--- src/rtl/effect_gate_hyst_if.sv ---
// Sample-stream bundle for effect_gate_hyst: per-sample strobe, controls and gated result.
interface effect_gate_hyst_if #(
  parameter int unsigned DATA_W = 16,
  parameter int unsigned LVL_W  = 3
);
  logic                     i_valid;
  logic                     i_enable;
  logic        [LVL_W-1:0]  i_level;
  logic signed [DATA_W-1:0] i_data;
  logic signed [DATA_W-1:0] o_data;
  logic                     o_valid;
  logic                     o_gate_open;

  modport master (
    output i_valid, i_enable, i_level, i_data,
    input  o_data, o_valid, o_gate_open
  );

  modport slave (
    input  i_valid, i_enable, i_level, i_data,
    output o_data, o_valid, o_gate_open
  );
endinterface

--- src/rtl/effect_gate_hyst.sv ---
// Noise gate with open/close hysteresis and hold timer; one-cycle latency, no backpressure.
// Optional fade-out release ramp enabled by defining EFFECT_GATE_FADE_EN.
module effect_gate_hyst #(
  parameter int unsigned DATA_W       = 16,
  parameter int unsigned LVL_W        = 3,
  parameter int unsigned THR_STEP     = 50,
  parameter int unsigned HYST         = 25,
  parameter int unsigned HOLD_SAMPLES = 480,
  parameter int unsigned GAIN_W       = 6
) (
  input  logic             i_clk,
  input  logic             i_rst_n,
  effect_gate_hyst_if.slave bus
);

  localparam int unsigned THR_W  = 32;
  localparam int unsigned CNT_W  = (HOLD_SAMPLES > 1) ? $clog2(HOLD_SAMPLES) : 1;
  localparam int unsigned GAIN_BITS = GAIN_W + 1;

  localparam logic [GAIN_BITS-1:0] GAIN_FULL = {1'b1, {GAIN_W{1'b0}}};
  localparam logic [CNT_W-1:0]     CNT_LOAD  = CNT_W'(HOLD_SAMPLES - 1);
  localparam logic [DATA_W-1:0]    DATA_MAX  = {1'b0, {(DATA_W-1){1'b1}}};
  localparam logic [DATA_W-1:0]    DATA_MIN  = {1'b1, {(DATA_W-1){1'b0}}};

  typedef enum logic [1:0] {
    ST_CLOSED  = 2'd0,
    ST_OPEN    = 2'd1,
`ifdef EFFECT_GATE_FADE_EN
    ST_HOLD    = 2'd2,
    ST_RELEASE = 2'd3
`else
    ST_HOLD    = 2'd2
`endif
  } state_e;

  state_e                    state_q, state_d;
  logic [GAIN_BITS-1:0]      gain_q, gain_d;
  logic [CNT_W-1:0]          cnt_q, cnt_d;
  logic signed [DATA_W-1:0]  o_data_q, o_data_d;
  logic                      o_valid_q, o_valid_d;
  logic                      gate_open_q, gate_open_d;

  logic [DATA_W-1:0]         abs_c;
  logic [THR_W-1:0]          open_thr_c;
  logic [THR_W-1:0]          close_thr_c;
  logic                      loud_c;
  logic                      quiet_c;
  logic signed [DATA_W-1:0]  gated_c;

  // Magnitude with the most negative code clamped to the positive maximum.
  always_comb begin
    abs_c = bus.i_data;
    if (bus.i_data[DATA_W-1]) begin
      abs_c = (bus.i_data == DATA_MIN) ? DATA_MAX : DATA_W'(-bus.i_data);
    end
  end

  // Thresholds follow the live level; close threshold saturates at zero.
  always_comb begin
    open_thr_c  = THR_W'(bus.i_level) * THR_W'(THR_STEP);
    close_thr_c = (open_thr_c > THR_W'(HYST)) ? (open_thr_c - THR_W'(HYST)) : '0;
    loud_c      = (THR_W'(abs_c) >= open_thr_c);
    quiet_c     = (THR_W'(abs_c) <  close_thr_c);
  end

  // Gain applied to the current sample uses the gain produced by its own transition.
`ifdef EFFECT_GATE_FADE_EN
  localparam int unsigned PROD_W = DATA_W + GAIN_W + 1;
  logic signed [PROD_W-1:0] data_x_c;
  logic signed [PROD_W-1:0] gain_x_c;
  logic signed [PROD_W-1:0] prod_c;

  always_comb begin
    data_x_c = PROD_W'(bus.i_data);
    gain_x_c = PROD_W'(gain_d);
    prod_c   = data_x_c * gain_x_c;
    gated_c  = DATA_W'(prod_c >>> GAIN_W);
  end
`else
  always_comb begin
    gated_c = (gain_d == '0) ? '0 : bus.i_data;
  end
`endif

  // Next-state and output computation; everything advances only on valid samples.
  always_comb begin
    state_d     = state_q;
    gain_d      = gain_q;
    cnt_d       = cnt_q;
    o_data_d    = o_data_q;
    gate_open_d = gate_open_q;
    o_valid_d   = bus.i_valid;

    if (bus.i_valid) begin
      if (!bus.i_enable) begin
        state_d = ST_CLOSED;
        gain_d  = '0;
        cnt_d   = '0;
      end else begin
        unique case (state_q)
          ST_CLOSED: begin
            if (loud_c) begin
              state_d = ST_OPEN;
              gain_d  = GAIN_FULL;
            end else begin
              gain_d  = '0;
            end
          end
          ST_OPEN: begin
            gain_d = GAIN_FULL;
            if (quiet_c) begin
              state_d = ST_HOLD;
              cnt_d   = CNT_LOAD;
            end
          end
          ST_HOLD: begin
            gain_d = GAIN_FULL;
            if (!quiet_c) begin
              state_d = ST_OPEN;
            end else if (cnt_q != '0) begin
              cnt_d = cnt_q - CNT_W'(1);
            end else begin
`ifdef EFFECT_GATE_FADE_EN
              state_d = ST_RELEASE;
              gain_d  = GAIN_FULL - GAIN_BITS'(1);
`else
              state_d = ST_CLOSED;
              gain_d  = '0;
`endif
            end
          end
`ifdef EFFECT_GATE_FADE_EN
          ST_RELEASE: begin
            if (loud_c) begin
              state_d = ST_OPEN;
              gain_d  = GAIN_FULL;
            end else begin
              gain_d = gain_q - GAIN_BITS'(1);
              if (gain_q == GAIN_BITS'(1)) begin
                state_d = ST_CLOSED;
              end
            end
          end
`endif
          default: begin
            state_d = ST_CLOSED;
            gain_d  = '0;
            cnt_d   = '0;
          end
        endcase
      end

      o_data_d    = bus.i_enable ? gated_c : bus.i_data;
      gate_open_d = (state_d != ST_CLOSED);
    end
  end

  always_ff @(posedge i_clk) begin
    if (!i_rst_n) begin
      state_q     <= ST_CLOSED;
      gain_q      <= '0;
      cnt_q       <= '0;
      o_data_q    <= '0;
      o_valid_q   <= 1'b0;
      gate_open_q <= 1'b0;
    end else begin
      state_q     <= state_d;
      gain_q      <= gain_d;
      cnt_q       <= cnt_d;
      o_data_q    <= o_data_d;
      o_valid_q   <= o_valid_d;
      gate_open_q <= gate_open_d;
    end
  end

  assign bus.o_data      = o_data_q;
  assign bus.o_valid     = o_valid_q;
  assign bus.o_gate_open = gate_open_q;

endmodule
--- src/flat_wrapper.sv ---
// flat-port wrapper written by rule: the top's interface ports become plain ports
module effect_gate_hyst_flat 
#(
  parameter int unsigned DATA_W       = 16,
  parameter int unsigned LVL_W        = 3,
  parameter int unsigned THR_STEP     = 50,
  parameter int unsigned HYST         = 25,
  parameter int unsigned HOLD_SAMPLES = 480,
  parameter int unsigned GAIN_W       = 6
)
  (i_clk, i_rst_n, bus_i_valid, bus_i_enable, bus_i_level, bus_i_data, bus_o_data, bus_o_valid, bus_o_gate_open);
  effect_gate_hyst_if #(.DATA_W(DATA_W), .LVL_W(LVL_W)) bus_i ();
  input  logic i_clk;
  input  logic i_rst_n;
  input wire logic [$bits(bus_i.i_valid)-1:0] bus_i_valid;
  input wire logic [$bits(bus_i.i_enable)-1:0] bus_i_enable;
  input wire logic [$bits(bus_i.i_level)-1:0] bus_i_level;
  input wire logic [$bits(bus_i.i_data)-1:0] bus_i_data;
  output wire logic [$bits(bus_i.o_data)-1:0] bus_o_data;
  output wire logic [$bits(bus_i.o_valid)-1:0] bus_o_valid;
  output wire logic [$bits(bus_i.o_gate_open)-1:0] bus_o_gate_open;
  assign bus_i.i_valid = bus_i_valid;
  assign bus_i.i_enable = bus_i_enable;
  assign bus_i.i_level = bus_i_level;
  assign bus_i.i_data = bus_i_data;
  assign bus_o_data = bus_i.o_data;
  assign bus_o_valid = bus_i.o_valid;
  assign bus_o_gate_open = bus_i.o_gate_open;
  effect_gate_hyst #(.DATA_W(DATA_W), .LVL_W(LVL_W), .THR_STEP(THR_STEP), .HYST(HYST), .HOLD_SAMPLES(HOLD_SAMPLES), .GAIN_W(GAIN_W)) u_core (.i_clk(i_clk), .i_rst_n(i_rst_n), .bus(bus_i));
endmodule
--- config.mk ---
export PLATFORM = sky130hd
export DESIGN_NAME = effect_gate_hyst_flat
export DESIGN_NICKNAME = d
export VERILOG_FILES = /design/src/rtl/effect_gate_hyst_if.sv /design/src/rtl/effect_gate_hyst.sv /design/src/flat_wrapper.sv
export SDC_FILE = /design/constraint.sdc
export NUM_CORES = 1
export LEC_CHECK = 0
export ABC_AREA = 1
export BUFFER_PORTS_ARGS = -buffer_cell sky130_fd_sc_hd__buf_4
export CAP_MARGIN = 15
export CORE_MARGIN = 4
export CORE_UTILIZATION = 40
export CTS_CLUSTER_DIAMETER = 200
export DETAILED_ROUTE_END_ITERATION = 8
export GPL_TIMING_DRIVEN = 1
export PLACE_DENSITY_LB_ADDON = 0.05
export SYNTH_ARGS = -nofsm -noshare
export SYNTH_HDL_FRONTEND = slang
export SYNTH_SLANG_ARGS = --single-unit
--- constraint.sdc ---
create_clock -name i_clk -period 3.37 [get_ports i_clk]
set_input_delay 0 -clock i_clk [delete_from_list [all_inputs] [get_ports i_clk]]
set_output_delay 0 -clock i_clk [all_outputs]
set_load 0.05 [all_outputs]
==> summary.md, run 1 <==
| Metric | Value |
|---|---|
| Post-layout min period | roughly 3.1 ns |
| Worst reg-to-reg setup slack | between 1 and 1.5 ns |
| Residual DRC | 0 |
| Synthesized flop and latch total | 36 |
| Final nets | ~600 |
| Drt wl/cell | between 10 and 15 µm |
| RSZ-0062 raised after global routing | no |
| ANT cells | 0 |
| Vias in the first global route | 2959 |
| Post-CTS setup buffers | 0 |
| Initial Util | 41.2% |
| CP max FO | 8 |
| Crit-path most repeated cell | nand2_1 |
| Setup crit end kind | flop |
| CORE AREA | around 7800 µm² |
| DRT Wirelength | 8310 µm |
| Dpl hpwl | ~6400 µm |
| Setup crit start kind | input pin |
| P&R area growth vs syn | 17.5% |
| Endpoints failing setup | 0 |
| Synth cell types | 41 |
| Synth cell count leaders | 132 x nand2_1, 63 x inv_1, 39 x nor2_1, 36 x dfxtp_1 |
| Syn Nets | between 500 and 600 |
| Post-route ant nets | 0 |
| Cell accounting for the most synthesized area | dfxtp_1 |
| Req. time, crit path | approximately 3.5 ns |
| Slowest CP cell | ha_1 |
| Clock sinks | 36 |
| Vias per inst | between 4 and 5 |
| Fill count | 824 |
| Max-Cap Viols | 0 |
| Mapped Cells | between 400 and 500 |
| Max IR drop VDD | ~120 µV |
| Max Slew Vio Count | 0 |
| Hold WS | 0.0601 ns |
| Tot Pwr | 1130 µW |
| Mapped Area | between 3000 and 4000 µm² |
| Rows | 32 |
| Die ar. | 9490 µm² |
| Largest net degree at the start of global routing | 35 |
| Max Root-Sink Buffers | 2 |
| Most numerous cell in the Yosys netlist | nand2_1 |
| Main area contributors after synthesis | dfxtp_1 23%, nand2_1 15%, ha_1 13% |
| Worst skew pair latency | between 0.2 and 0.3 ns |
| Pwr/cell area | a little over 300 nW/µm² |
| WS Path Type | input pin to flop |
| Die height | around 97 µm |
| Primary FF master, synth | dfxtp_1 |
| Status | finished, final reports clean |
| # port buffers | 40 |
| Fin. Hold Viols | 0 |
| Critical Path Max Stage Delay | 0.31 ns |
| CP Data Arrival Time | roughly 3.3 ns |
| Num CTS Buffers | 5 |
| First-pass GRT wire length | between 10000 and 15000 µm |
| Utilization after layout | approximately 48% |
| Post-synth ARST share | 0% |
| Post-synth top area share | between 20% and 30% |
| P_leak | 0.00189 µW |
| Area of the multi-input gates | ~2200 µm² |
| Gr ovfl total | 0 |
| Final Cycle Share | between 90 and 100% |
| Hold WC Path Type | input pin to flop |
| Worst Tran Pin Value | about 0.62 ns |
| Post-synth EDFFs | 0 |
| Seq. cell area | between 700 and 800 µm² |
| CTS H-tree lvls | 2 |
| Ys Warns | 0 |
| Initial DRT Pass Iterations | 4 |
| Via count | 3167 |
| Ports | 41 |
| Initial DRC count | ~100 |
| Setup Skew | approximately 0.0078 ns |
| Die W | between 90 and 100 µm |
| CTS tree | done |
| Gr usage total | roughly 17% |
| Slew headroom | 58.4% |
| Clk slew on worst S/H paths | 0.07 ns |
| F_max | approximately 320 MHz |
| Initial antenna violation count | 0 |
| Share of cells above drive strength 1 | between 20% and 30% |
| Register area share after synthesis | 22.5% |
| Avg Cell Area, Syn | ~6.5 µm² |
| CTS root buf | clkbuf_8 |
| Final Wtd Congestion | 0.784 |
-- path summary, 6_finish.rpt --
check,to,depth (start not counted),startpoint
worst max-delay path,u_core.bus.o_data[2]$_SDFFE_PN0P_,26,bus_i_level[1]
worst min-delay path,u_core.bus.o_valid$_SDFF_PN0_,3,bus_i_valid
worst max register to register,u_core.bus.o_data[2]$_SDFFE_PN0P_,13,u_core.cnt_q[0]$_SDFFE_PN0P_
worst min register to register,u_core.gain_q[1]$_SDFF_PN0_,2,u_core.gain_q[1]$_SDFF_PN0_
-- per-stage QoR --
stage	std cells	setup WS, ns	instance area, µm²	TNS, ns
4_1_cts	640	0.236	3710	0
6_report	642	0.268	3760	0
3_3_place_gp	632	0.0439	3620	0
5_1_grt	642	0.0218	3760	0
3_5_place_dp	632	-0.0536	3620	-0.632
2_1_floorplan	493	0.496	3200	0
-- state kept, by name, summed over array words and instances, names as in the netlist --
name                    count
u_core.bus.o_data          16
u_core.gain_q               7
u_core.cnt_q                9
u_core.bus.o_gate_open      1
u_core.bus.o_valid          1
u_core.state_q              2
-- cell type report --
type	count	share of cell area, %
multi-input combinational	377	57.7
tap	102	3.40
clock buffer	6	1.93
inverter	69	6.89
timing repair buffer	51	10.8
sequential	36	19.2
clock inverter	1	0.133
-- cells in the final DEF, fill, tap and decap left out, drive strengths merged, types with 3 or more instances in the layout --
| cell | Yosys | final |
|---|---|---|
| o21ai | 21 | 21 |
| nand4 | 10 | 10 |
| ha | 34 | 34 |
| clkbuf | 7 | 6 |
| a21oi | 39 | 39 |
| clkinv | 2 | 3 |
| nor3 | 7 | 7 |
| nand3b | 3 | 3 |
| nor2 | 50 | 50 |
| dfxtp | 36 | 36 |
| inv | 67 | 67 |
| nand2 | 150 | 150 |
| buf | 5 | 50 |
| or2 | 5 | 5 |
| nand3 | 39 | 40 |
| o2111ai | 3 | 3 |
-- power by group --
| group | leakage [µW] | internal (µW) | switching (µW) | total, µW |
|---|---|---|---|---|
| Combinational | 0.00156 | 148 | 253 | 401 |
| Sequential | 0.000293 | 440 | 8.23 | 448 |
| Clock | 0.0000410 | 140 | 144 | 284 |
-- cells by family after synthesis --
family,share of synthesized area (%)
XOR/XNOR,1.10
adder cells (fa/ha/maj),13.3
flip-flops,22.5
AND/OR/NAND/NOR,39.6
AO/OA/AOI/OAI,13.3
buffers and inverters,10.2
-- per-layer routing --
metal  global-route usage (%)  vias up  part of all wire (%)
li1                         -     1689                     -
met1                     21.7     1425                    46
met2                     30.4       43                    50
met3                     1.94       10                   2.2
met4                     5.11        0                   1.6
met5                        0        -                     0
-- critical path: cells and delay by family --
kind / cells / cell delay (ns)
compound gates: 4 / 0.55
fa+ha+maj: 4 / 1.07
buf+inv: 4 / 0.27
simple gates: 14 / 1.33
-- timing repair --
action | 4_1_cts | 5_1_grt
hold buffers | 1 | 0
hold endpoints to repair | 2 | 0
endpoints found under the setup margin | 0 | 13
resized for setup | 0 | 1
(Power assumes the default switching activity.)
==> run 2: changes to the inputs <==
--- a/config.mk
+++ b/config.mk
@@ -11,9 +11,10 @@
 export CORE_MARGIN = 4
 export CORE_UTILIZATION = 40
 export CTS_CLUSTER_DIAMETER = 200
+export CTS_CLUSTER_SIZE = 25
 export DETAILED_ROUTE_END_ITERATION = 8
 export GPL_TIMING_DRIVEN = 1
-export PLACE_DENSITY_LB_ADDON = 0.05
+export PLACE_DENSITY = 0.64
 export SYNTH_ARGS = -nofsm -noshare
 export SYNTH_HDL_FRONTEND = slang
 export SYNTH_SLANG_ARGS = --single-unit
==> run 2 against run 1 <==
Compared with the run above:
- flip-flop and latch count did not move
- critical path type unchanged
- utilization fell by 0.35 points
- global-route usage fell by 0.79 points
- fmax rose by 3.4%
- largest cell class unchanged
- critical endpoint is now u_core.bus.o_data[5]$_SDFFE_PN0P_
- largest power group unchanged
- power rose by 0.73%
- highest routed layer unchanged
==> summary.md, run 2 (same netlist as run 1, synthesis figures left out) <==
| Metric | Value |
|---|---|
| Residual DRC | 0 |
| Max-Cap Viols | 0 |
| Setup Skew | just under 0.01 ns |
| Slew headroom | between 60% and 70% |
| Pwr/cell area | 306 nW/µm² |
| Non-filler instance count after layout | about 640 |
| CP Data Arrival Time | 3.16 ns |
| Max FFs per register | 16 |
| Post-layout min period | roughly 3 ns |
| Max Slew Vio Count | 0 |
| Initial Util | between 40% and 50% |
| Final std cell area, no fill | around 3700 µm² |
| Critical Path Max Stage Delay | ~0.31 ns |
| Slowest CP cell | ha_1 |
| Largest net degree at the start of global routing | 35 |
| CTS tree | done |
| Worst Tran Pin Value | around 0.56 ns |
| Max IR drop VDD | 147 µV |
| ANT cells | 0 |
| CP max FO | 8 |
| Post-CTS setup buffers | 0 |
| CTS root buf | clkbuf_8 |
| Post-DP Area | 3590 µm² |
| P&R area growth vs syn | 16.7% |
| Ports | 41 |
| Vias in the first global route | about 3k |
| Final Wtd Congestion | 0.901 |
| CTS H-tree lvls | 2 |
| Worst skew pair latency | 0.29 ns |
| Gr ovfl total | 0 |
| WS Path Type | input pin to flop |
| CP delay by family, top | simple AND/OR/NAND/NOR gates |
| Die height | about 97 µm |
| Fin. Hold Viols | 0 |
| Post-route ant nets | 0 |
| Initial DRC count | 116 |
| # port buffers | 40 |
| Vias per inst | ~5 |
| Rows | 32 |
| Final nets | around 590 |
| Commonest non-fill, non-tap cell in the layout | nand2_1 |
| Status | finished, final reports clean |
| Placed Cells | 627 |
| Clock sinks | 36 |
| Fin Setup TNS | 0 ns |
| P_leak | roughly 0.0019 µW |
| Most frequent cells in the layout | 132 x nand2_1, 63 x inv_1, 44 x buf_4 |
| Num CTS Buffers | 5 |
| Req. time, crit path | about 3.5 ns |
| Buf/Inv on CP | 4 |
| DRT Wirelength | ~7800 µm |
| Final Cycle Share | 89.0% |
| Share of cells above drive strength 1 | between 20 and 25% |
| F_max | between 300 and 400 MHz |
| Endpoints failing setup | 0 |
| Die W | just under 100 µm |
| Max Root-Sink Buffers | 2 |
| Via count | 3146 |
| Dpl hpwl | 6170 µm |
| Pre-CTS WS | -0.0132 ns |
| Clk slew on worst S/H paths | around 0.070 ns |
| Hold WC Path Type | input pin to flop |
| Drt wl/cell | approximately 12 µm |
| CORE AREA | between 7000 and 8000 µm² |
| First-pass GRT wire length | roughly 13000 µm |
| Crit-path most repeated cell | nand2_1 |
| Gr usage total | roughly 16% |
| RSZ-0062 raised after global routing | no |
| Setup crit start kind | input pin |
| Die ar. | 9490 µm² |
| Setup crit end kind | flop |
| Initial DRT Pass Iterations | 5 |
| Initial antenna violation count | 0 |
| Final WS setup | ~0.37 ns |
==> run 2: changes by cell type in the layout (fill, tap and decap cells not counted) <==
cell,delta
clkbuf_1,-1
buf_4,-5
clkinv_4,+1
clkinv_2,+1
==> run 2: final cells by class <==
class                           count  area, µm²
Clock inverter                      3       18.8
Clock buffer                        5       68.8
Multi-Input combinational cell    377       2170
Inverter                           69        259
Fill cell                         828       4040
Timing Repair Buffer               46        368
Sequential cell                    36        721
Tap cell                          102        128
==> run 2: final timing paths <==
check | start | to | slack (ns) | cells after the start
setup / recovery | bus_i_level[1] | u_core.bus.o_data[5]$_SDFFE_PN0P_ | 0.37 | 26
hold reg to reg | u_core.gain_q[4]$_SDFF_PN0_ | u_core.gain_q[4]$_SDFF_PN0_ | 0.45 | 2
setup reg to reg | u_core.cnt_q[0]$_SDFFE_PN0P_ | u_core.cnt_q[5]$_SDFFE_PN0P_ | 1.37 | 13
hold / removal | bus_i_valid | u_core.bus.o_valid$_SDFF_PN0_ | 0.06 | 3
==> run 2: power by group <==
part,switching [µW],internal [µW],leakage (µW)
clock network,157,144,0.0000479
registers,8.23,440,0.000293
logic,249,144,0.00153
total,414,728,0.00187
==> run 2: metrics by stage <==
stage | hold WS (ns) | utilization, % | power, µW
2_1_floorplan | 0.0976 | - | 735
3_3_place_gp | 0.204 | 46.2 | 836
3_5_place_dp | 0.209 | 46.2 | 843
4_1_cts | 0.0523 | 47.4 | 1140
5_1_grt | 0.0683 | 48.0 | 1220
6_report | 0.0595 | 48.0 | 1140
==> run 2: layer usage <==
metal  up-vias  GRT usage, %  share of wire (%)
li1       1673             -                  -
met2        65          28.9                 50
met3        13          2.08                3.5
met1      1395          20.5                 45
met5         -             0                  0
met4         0          5.32                2.1
==> run 2: repair_timing <==
item / CTS / global route
hold buffers: 1 / 0
endpoints found under the hold margin: 2 / 0
resized for setup: 0 / 1
setup endpoints to repair: 0 / 16
==> run 2: worst min-delay path, delay by kind of cell <==
family	cells	cell delay [ns]
AND/OR/NAND/NOR	1	0.08
buffers and inverters	2	0.22
